===== src/rtl/key_event_pkg.sv =====
// -----------------------------------------------------------------------------
// key_event_pkg
//   Shared definitions for the key event decoder:
//     - state_e      : 3-bit encoding of the click-classification FSM states
//     - us_to_cycles : converts a time in microseconds to a clock-cycle count,
//                      never returning less than one cycle
//     - max_u        : unsigned maximum, used to size the shared timer
// -----------------------------------------------------------------------------
package key_event_pkg;

    typedef enum logic [2:0] {
        ST_IDLE     = 3'd0,
        ST_PRESS1   = 3'd1,
        ST_HOLD     = 3'd2,
        ST_WAIT_GAP = 3'd3,
        ST_PRESS2   = 3'd4
    } state_e;

    // N = us * 1000 / clk_prd_ns, clamped to >= 1. The product is formed in
    // 64 bits so large microsecond values cannot overflow before the divide.
    function automatic int unsigned us_to_cycles(input int unsigned us,
                                                 input int unsigned clk_prd_ns);
        logic [63:0] n;
        n = (64'(us) * 64'd1000) / 64'(clk_prd_ns);
        if (n < 64'd1)
            n = 64'd1;
        return n[31:0];
    endfunction

    function automatic int unsigned max_u(input int unsigned a,
                                          input int unsigned b);
        return (a > b) ? a : b;
    endfunction

endpackage


===== src/rtl/key_evt_timer.sv =====
// -----------------------------------------------------------------------------
// key_evt_timer
//   Saturating up-counter with synchronous clear and count enable, plus a
//   flag that is high while the count equals a caller-supplied threshold.
//   Clear has priority over enable. At all-ones the count holds rather than
//   wrapping, so a stale count can never alias back onto a small threshold.
//
// Ports
//   clk_i   : clock, rising edge
//   rst_i   : asynchronous reset, active high (count -> 0)
//   clr_i   : synchronous clear to 0
//   en_i    : count enable
//   thr_i   : threshold compared against the current count
//   eq_o    : 1 while count == thr_i (combinational from the count register)
// -----------------------------------------------------------------------------
module key_evt_timer #(
    parameter int unsigned CW = 8
) (
    input  logic          clk_i,
    input  logic          rst_i,
    input  logic          clr_i,
    input  logic          en_i,
    input  logic [CW-1:0] thr_i,
    output logic          eq_o
);

    logic [CW-1:0] cnt_q;
    logic [CW-1:0] cnt_d;

    always_comb begin
        cnt_d = cnt_q;
        if (clr_i)
            cnt_d = '0;
        else if (en_i && (cnt_q != {CW{1'b1}}))
            cnt_d = cnt_q + 1'b1;
    end

    always_ff @(posedge clk_i or posedge rst_i) begin
        if (rst_i)
            cnt_q <= '0;
        else
            cnt_q <= cnt_d;
    end

    assign eq_o = (cnt_q == thr_i);

endmodule


===== src/rtl/key_event_decoder.sv =====
// -----------------------------------------------------------------------------
// key_event_decoder
//   Classifies a debounced key into press / release / short-click /
//   long-press / double-click events, with optional auto-repeat while held.
//   All event outputs are registered one-cycle pulses that appear the cycle
//   after the KEY_I edge (or timer threshold) that caused them.
//
//   Optional feature: define KEY_EVENT_REPEAT_EN to enable auto-repeat in
//   HOLD. Without it REPEAT_O is tied low and no repeat logic exists.
//
// Parameters
//   C_CLK_PRD_NS    : clock period, ns
//   C_LONG_PRESS_US : hold time that makes a press long
//   C_DOUBLE_GAP_US : max release-to-press gap for a double click
//   C_REPEAT_US     : auto-repeat period in HOLD
//
// Ports
//   CLK_I     : clock, rising edge
//   RST_I     : asynchronous reset, active high
//   KEY_I     : debounced key level, 1 = pressed, synchronous to CLK_I
//   PRESS_O   : pulse per accepted press
//   RELEASE_O : pulse per accepted release
//   SHORT_O   : pulse for a single short click
//   LONG_O    : pulse when the long threshold is reached
//   DOUBLE_O  : pulse for a double click (same cycle as the 2nd RELEASE_O)
//   REPEAT_O  : auto-repeat pulse while held past the long threshold
//   BUSY_O    : 1 whenever the FSM is not IDLE
// -----------------------------------------------------------------------------
module key_event_decoder
    import key_event_pkg::*;
#(
    parameter int unsigned C_CLK_PRD_NS    = 10,
    parameter int unsigned C_LONG_PRESS_US = 1000000,
    parameter int unsigned C_DOUBLE_GAP_US = 300000,
    parameter int unsigned C_REPEAT_US     = 200000
) (
    input  logic CLK_I,
    input  logic RST_I,
    input  logic KEY_I,
    output logic PRESS_O,
    output logic RELEASE_O,
    output logic SHORT_O,
    output logic LONG_O,
    output logic DOUBLE_O,
    output logic REPEAT_O,
    output logic BUSY_O
);

    localparam int unsigned N_LONG = us_to_cycles(C_LONG_PRESS_US, C_CLK_PRD_NS);
    localparam int unsigned N_GAP  = us_to_cycles(C_DOUBLE_GAP_US, C_CLK_PRD_NS);
    localparam int unsigned N_REP  = us_to_cycles(C_REPEAT_US,     C_CLK_PRD_NS);
    localparam int unsigned N_MAX  = max_u(max_u(N_LONG, N_GAP), N_REP);
    // One spare bit above the largest threshold so saturation sits well clear
    // of every compare value.
    localparam int unsigned CW     = $clog2(N_MAX) + 1;

    localparam logic [CW-1:0] THR_LONG = CW'(N_LONG - 1);
    localparam logic [CW-1:0] THR_GAP  = CW'(N_GAP  - 1);
`ifdef KEY_EVENT_REPEAT_EN
    localparam logic [CW-1:0] THR_REP  = CW'(N_REP  - 1);
`endif

    state_e        state_q;
    logic          key_d;
    logic          rise;
    logic          fall;
    logic          tmr_clr;
    logic          tmr_en;
    logic          tmr_eq;
    logic [CW-1:0] tmr_thr;

    logic press_q;
    logic rel_q;
    logic short_q;
    logic long_q;
    logic dbl_q;

    assign rise = KEY_I & ~key_d;
    assign fall = ~KEY_I & key_d;

    // One timer is shared by all timed states; the threshold follows the state.
    always_comb begin
        tmr_thr = THR_LONG;
        case (state_q)
            ST_WAIT_GAP: tmr_thr = THR_GAP;
`ifdef KEY_EVENT_REPEAT_EN
            ST_HOLD:     tmr_thr = THR_REP;
`endif
            default:     tmr_thr = THR_LONG;
        endcase
    end

    // Holding the timer cleared throughout IDLE means it starts from 0 on the
    // first PRESS1 cycle. Leaving PRESS1 (either way) clears it again so
    // WAIT_GAP / HOLD also start from 0. In HOLD each repeat re-arms it.
    always_comb begin
        tmr_en  = (state_q == ST_PRESS1) || (state_q == ST_WAIT_GAP);
        tmr_clr = (state_q == ST_IDLE) ||
                  ((state_q == ST_PRESS1) && (fall || tmr_eq));
`ifdef KEY_EVENT_REPEAT_EN
        tmr_en  = tmr_en  || (state_q == ST_HOLD);
        tmr_clr = tmr_clr || ((state_q == ST_HOLD) && tmr_eq);
`endif
    end

    key_evt_timer #(
        .CW (CW)
    ) u_timer (
        .clk_i (CLK_I),
        .rst_i (RST_I),
        .clr_i (tmr_clr),
        .en_i  (tmr_en),
        .thr_i (tmr_thr),
        .eq_o  (tmr_eq)
    );

`ifdef KEY_EVENT_REPEAT_EN
    logic rep_q;
`endif

    // key_d resets to 1: a key already down when reset releases looks like
    // "still pressed", so it must be released and pressed again to count.
    always_ff @(posedge CLK_I or posedge RST_I) begin
        if (RST_I) begin
            state_q <= ST_IDLE;
            key_d   <= 1'b1;
            press_q <= 1'b0;
            rel_q   <= 1'b0;
            short_q <= 1'b0;
            long_q  <= 1'b0;
            dbl_q   <= 1'b0;
`ifdef KEY_EVENT_REPEAT_EN
            rep_q   <= 1'b0;
`endif
        end else begin
            key_d   <= KEY_I;
            press_q <= 1'b0;
            rel_q   <= 1'b0;
            short_q <= 1'b0;
            long_q  <= 1'b0;
            dbl_q   <= 1'b0;
`ifdef KEY_EVENT_REPEAT_EN
            rep_q   <= 1'b0;
`endif
            case (state_q)
                ST_IDLE: begin
                    // A fall here (e.g. key held through reset) is ignored.
                    if (rise) begin
                        press_q <= 1'b1;
                        state_q <= ST_PRESS1;
                    end
                end
                ST_PRESS1: begin
                    // Fall is tested first so a release on the threshold
                    // cycle is still a short click.
                    if (fall) begin
                        rel_q   <= 1'b1;
                        state_q <= ST_WAIT_GAP;
                    end else if (tmr_eq) begin
                        long_q  <= 1'b1;
                        state_q <= ST_HOLD;
                    end
                end
                ST_HOLD: begin
                    if (fall) begin
                        rel_q   <= 1'b1;
                        state_q <= ST_IDLE;
                    end
`ifdef KEY_EVENT_REPEAT_EN
                    else if (tmr_eq) begin
                        rep_q <= 1'b1;
                    end
`endif
                end
                ST_WAIT_GAP: begin
                    // Rise is tested first so a press on the expiry cycle
                    // still makes a double click.
                    if (rise) begin
                        press_q <= 1'b1;
                        state_q <= ST_PRESS2;
                    end else if (tmr_eq) begin
                        short_q <= 1'b1;
                        state_q <= ST_IDLE;
                    end
                end
                ST_PRESS2: begin
                    // No long detection here: any hold length is a double.
                    if (fall) begin
                        rel_q   <= 1'b1;
                        dbl_q   <= 1'b1;
                        state_q <= ST_IDLE;
                    end
                end
                default: state_q <= ST_IDLE;
            endcase
        end
    end

    assign PRESS_O   = press_q;
    assign RELEASE_O = rel_q;
    assign SHORT_O   = short_q;
    assign LONG_O    = long_q;
    assign DOUBLE_O  = dbl_q;
    assign BUSY_O    = (state_q != ST_IDLE);
`ifdef KEY_EVENT_REPEAT_EN
    assign REPEAT_O  = rep_q;
`else
    assign REPEAT_O  = 1'b0;
`endif

endmodule


===== config.mk =====
export PLATFORM = sky130hd
export DESIGN_NAME = key_event_decoder
export DESIGN_NICKNAME = d
export VERILOG_FILES = /design/src/rtl/key_event_pkg.sv /design/src/rtl/key_evt_timer.sv /design/src/rtl/key_event_decoder.sv
export SDC_FILE = /design/constraint.sdc
export NUM_CORES = 1
export LEC_CHECK = 0
export CORE_AREA = 2 2 76 78
export DETAILED_ROUTE_END_ITERATION = 8
export DIE_AREA = 0 0 78 80
export HOLD_SLACK_MARGIN = 0.12
export PLACE_DENSITY = 0.57
export SYNTH_ARGS = -nofsm -noshare
export SYNTH_HDL_FRONTEND = slang
export SYNTH_SLANG_ARGS = --single-unit

===== constraint.sdc =====
create_clock -name CLK_I -period 4.3 [get_ports CLK_I]
set_input_delay 0.86 -clock CLK_I [delete_from_list [all_inputs] [get_ports CLK_I]]
set_output_delay 0.86 -clock CLK_I [all_outputs]
set_load 0.03 [all_outputs]

==> impl_metrics.csv <==
group,metric,value,unit
timing,min_period_over_period,64.8,%
clocking,htree_num_levels,2,
cells_and_area,fin_util,43.7,%
routing,first_pass_iteration_count_of_the_detailed_router,4,
logic_synthesis,yosys-mux-area-fraction,0.470,%
worst_hold_path,hold_path_depth,2,
routing,drtIter0Drc,125,
clocking,cts_sinks,37,
clocking,clock_tree.root_cell,"clkbuf_8",
place,pre_cts_slack,1.44,ns
logic_synthesis,post_synth_xor_area_fraction,10.7,%
timing,hold_viol,0,
die,start_util,39.4,%
clocking,tritoncts_clock_tree,"yes",
global_route,global_route.overflow_total,0,
routing,ant_nets,0,
timing,setup_viol,0,
cells_and_area,area.growth.synth_to_final,10.8,%
cells_and_area,num-nets-final,234,
timing,totalNegativeSetupSlack,0,ns
die,vert_die_dim,80,um
pwr,powerDensity,397,nW/um^2
critical_path,critical-path-max-stage-delay,0.75,ns
critical_path,critPathCaptureType,"register",
timing,grt_setup_unrepaired,"no",
logic_synthesis,seq_area_frac_synth,43.5,%
die,floorplan.die_area,6240,sq um
timing,finClkSkew,0.00377,ns
global_route,grtUsageTotal,16.6,%
cells_and_area,drive_gt1_share,9.09,%
critical_path,timing_worst_setup_path_type,"register to register",
routing,via_per_inst,5.48,
clocking,postCtsHoldBufs,0,
die,core,5410,sq um
critical_path,timing.critical_path.fanout_max,15,
flow_run,maxCapViolations,0,
critical_path,r2r_cells,6,
die,rows,27,
place,placedInstanceArea,2260,sq um
critical_path,crit_slowest_cell,"a311oi_4",
routing,drc,0,
global_route,grt_antenna_before_repair,0,
cells_and_area,final_area,2360,sq um
cells_and_area,antennaDiodeCount,0,
logic_synthesis,post_synth_fa_ha_maj_area_fraction,0.588,%
logic_synthesis,synth_area,2130,sq um
place,place_congestion,0.788,
routing,route.detailed.wl_per_inst,15.4,um
critical_path,worst_ep_required_time,4.47,ns
status,run_status,"completed",
critical_path,critical_path.cell_chain,"nor2b_1 > a2111oi_2 > o211ai_2 > a311oi_4 > buf_4 > nor3_1",
routing,dr.max_layer_used,"met4",
pwr,overall_power,936,uW
worst_hold_path,min-delay-path-class,"register to register",
logic_synthesis,main_combinational_cell_family_by_area_after_synthesis,"simple AND/OR/NAND/NOR gates",
clocking,cts_post_setup_buffers_inserted,0,
timing,maxClockFrequency,359,MHz
global_route,grt_start_max_net_pins,38,
die,die_x,78,um
place,buffer_ports.inserted,8,
routing,met3WireLength,184,um
global_route,global_route_wire_length_before_repair,8180,um
global_route,vias_in_the_first_global_route,1642,
clocking,ctsLongestPathBuffers,2,
logic_synthesis,synth_compound_area_share,11.6,%
logic_synthesis,ys_types,45,
timing,tightestPinTransition,1.08,ns
logic_synthesis,yosys_register_bits,37,
timing,slew_violations,0,
logic_synthesis,mappedNetlistNets,227,
pwr,p_leak,0.864,nW
critical_path,worst_setup_start_kind,"register",
timing,worst_slack,1.51,ns
die,io_pins,10,
logic_synthesis,syn-instance-count,223,
logic_synthesis,synth_simple_gate_area_share,29.3,%
logic_synthesis,syn-mean-instance-area,9.55,sq um
routing,drt-total-wl,4660,um
place,place_hpwl,3280,um
clocking,clk_transition_reported_paths,0.07,ns
pwr,irDropWorstVdd,0.000235,V
routing,routed-wl-met2,2130,um
timing,layout_min_cycle_time,2.79,ns
clocking,insertion_delay,0.29,ns
critical_path,critPathArrivalTime,2.96,ns
clocking,cts_buffers,5,
logic_synthesis,yosys_warnings,0,
routing,detailroute.via_count,1660,
routing,wirelength_met1,2290,um
clocking,cts_resized,0,
timing,relSlewSlack,27.2,%
[power breakdown]
part | leakage (nW) | switching (mW) | internal [mW]
logic | 0.304 | 0.147 | 0.0876
clock network | 0.0542 | 0.123 | 0.145
registers | 0.505 | 0.0573 | 0.377
[layer usage]
| metal | up-vias | global-route usage (%) |
|---|---|---|
| li1 | 835 | - |
| met1 | 787 | 23.4 |
| met2 | 30 | 25.7 |
| met3 | 8 | 3.17 |
| met4 | 0 | 5.44 |
| met5 | - | 0 |
[per-stage QoR]
stage | instances | hold slack, ns
finish | 303 | 0.555
global route | 303 | 0.610
CTS | 303 | 0.556
detailed placement | 295 | 0.545
global placement | 295 | 0.533
floorplan | 223 | 0.505
[worst paths after layout]
check                                      start               end  slack, ns
worst max-delay path                  state_q[2]  u_timer.cnt_q[4]       1.51
worst min-delay path            u_timer.cnt_q[1]  u_timer.cnt_q[1]       0.55
worst max register to register        state_q[2]  u_timer.cnt_q[4]       1.51
worst min register to register  u_timer.cnt_q[1]  u_timer.cnt_q[1]       0.55
max in group asynchronous                  RST_I             key_d       2.98
min in group asynchronous                  RST_I            LONG_O       0.98
[cells in the final DEF, fill, tap and decap left out, types with 2 or more instances in the layout]
cell              n
nand2b_1          3
nor4_1            9
nor2_2            3
buf_4             3
inv_1             4
and4_1            4
and2_1            2
a211oi_1          2
nor2b_1           3
nand3_1          10
a2111oi_0         9
nand2_1          14
dfrtp_1          36
o21ai_0           2
a21oi_1           8
or3_1             2
nand4_1          12
and3_1            5
nor3_1           11
clkdlybuf4s50_1   8
nor2_1           26
a2111oi_2         2
clkbuf_8          7
xnor2_1          23
nor4_2            2
xor2_1            3
[cell usage after synthesis (all sizes together)]
cell | instances | share of area (%)
a2111oi | 11 | 5.1
a211oi | 2 | 0.70
a21oi | 8 | 1.9
a311oi | 2 | 1.6
a41oi | 1 | 0.41
and2 | 2 | 0.59
and3 | 5 | 1.5
and3b | 1 | 0.41
and4 | 4 | 1.6
and4b | 1 | 0.47
buf | 7 | 2.3
clkbuf | 4 | 0.70
conb | 1 | 0.18
dfrtp | 36 | 42
dfstp | 1 | 1.2
ha | 1 | 0.59
inv | 4 | 0.70
mux2i | 1 | 0.47
nand2 | 14 | 2.5
nand2b | 3 | 0.88
nand3 | 10 | 2.4
nand3b | 1 | 0.35
nand4 | 12 | 3.5
nand4bb | 1 | 0.53
nor2 | 29 | 5.5
nor2b | 3 | 0.88
nor3 | 11 | 2.6
nor4 | 11 | 3.8
nor4b | 1 | 0.41
o2111ai | 1 | 0.41
o211ai | 1 | 0.59
o21ai | 2 | 0.47
o31ai | 1 | 0.35
or3 | 2 | 0.59
or4 | 1 | 0.35
or4b | 1 | 0.47
xnor2 | 23 | 9.5
xor2 | 3 | 1.2
[registers in the layout, summed over array words and instances, names as in the netlist]
name and cells:
state_q 3, RELEASE_O 1, key_d 1, u_timer.cnt_q 28
DOUBLE_O 1, LONG_O 1, PRESS_O 1, SHORT_O 1
[worst max-delay path: cells and delay by family, from the launching register on]
| family | cells | cell delay (ns) |
|---|---|---|
| buf+inv | 1 | 0.33 |
| compound gates | 3 | 1.40 |
| simple gates | 2 | 0.35 |
| flops | 1 | 0.60 |
[logic make-up after synthesis]
kind of cell / Yosys count
adder cells (fa/ha/maj): 1
AO/OA/AOI/OAI: 29
multiplexers: 1
flip-flops: 37
buffers and inverters: 15
AND/OR/NAND/NOR: 113
XOR/XNOR: 26
other: 1
[cell type report]
cell class	instances	area [sq um]
clock buffer	7	96.3
multi-input combinational	171	1120
clock inverter	1	5.00
sequential	37	927
inverter	4	15.0
tap	72	90.1
fill	558	3050
timing repair buffer	11	103
No activity file was read; power rests on OpenSTA's default activity.
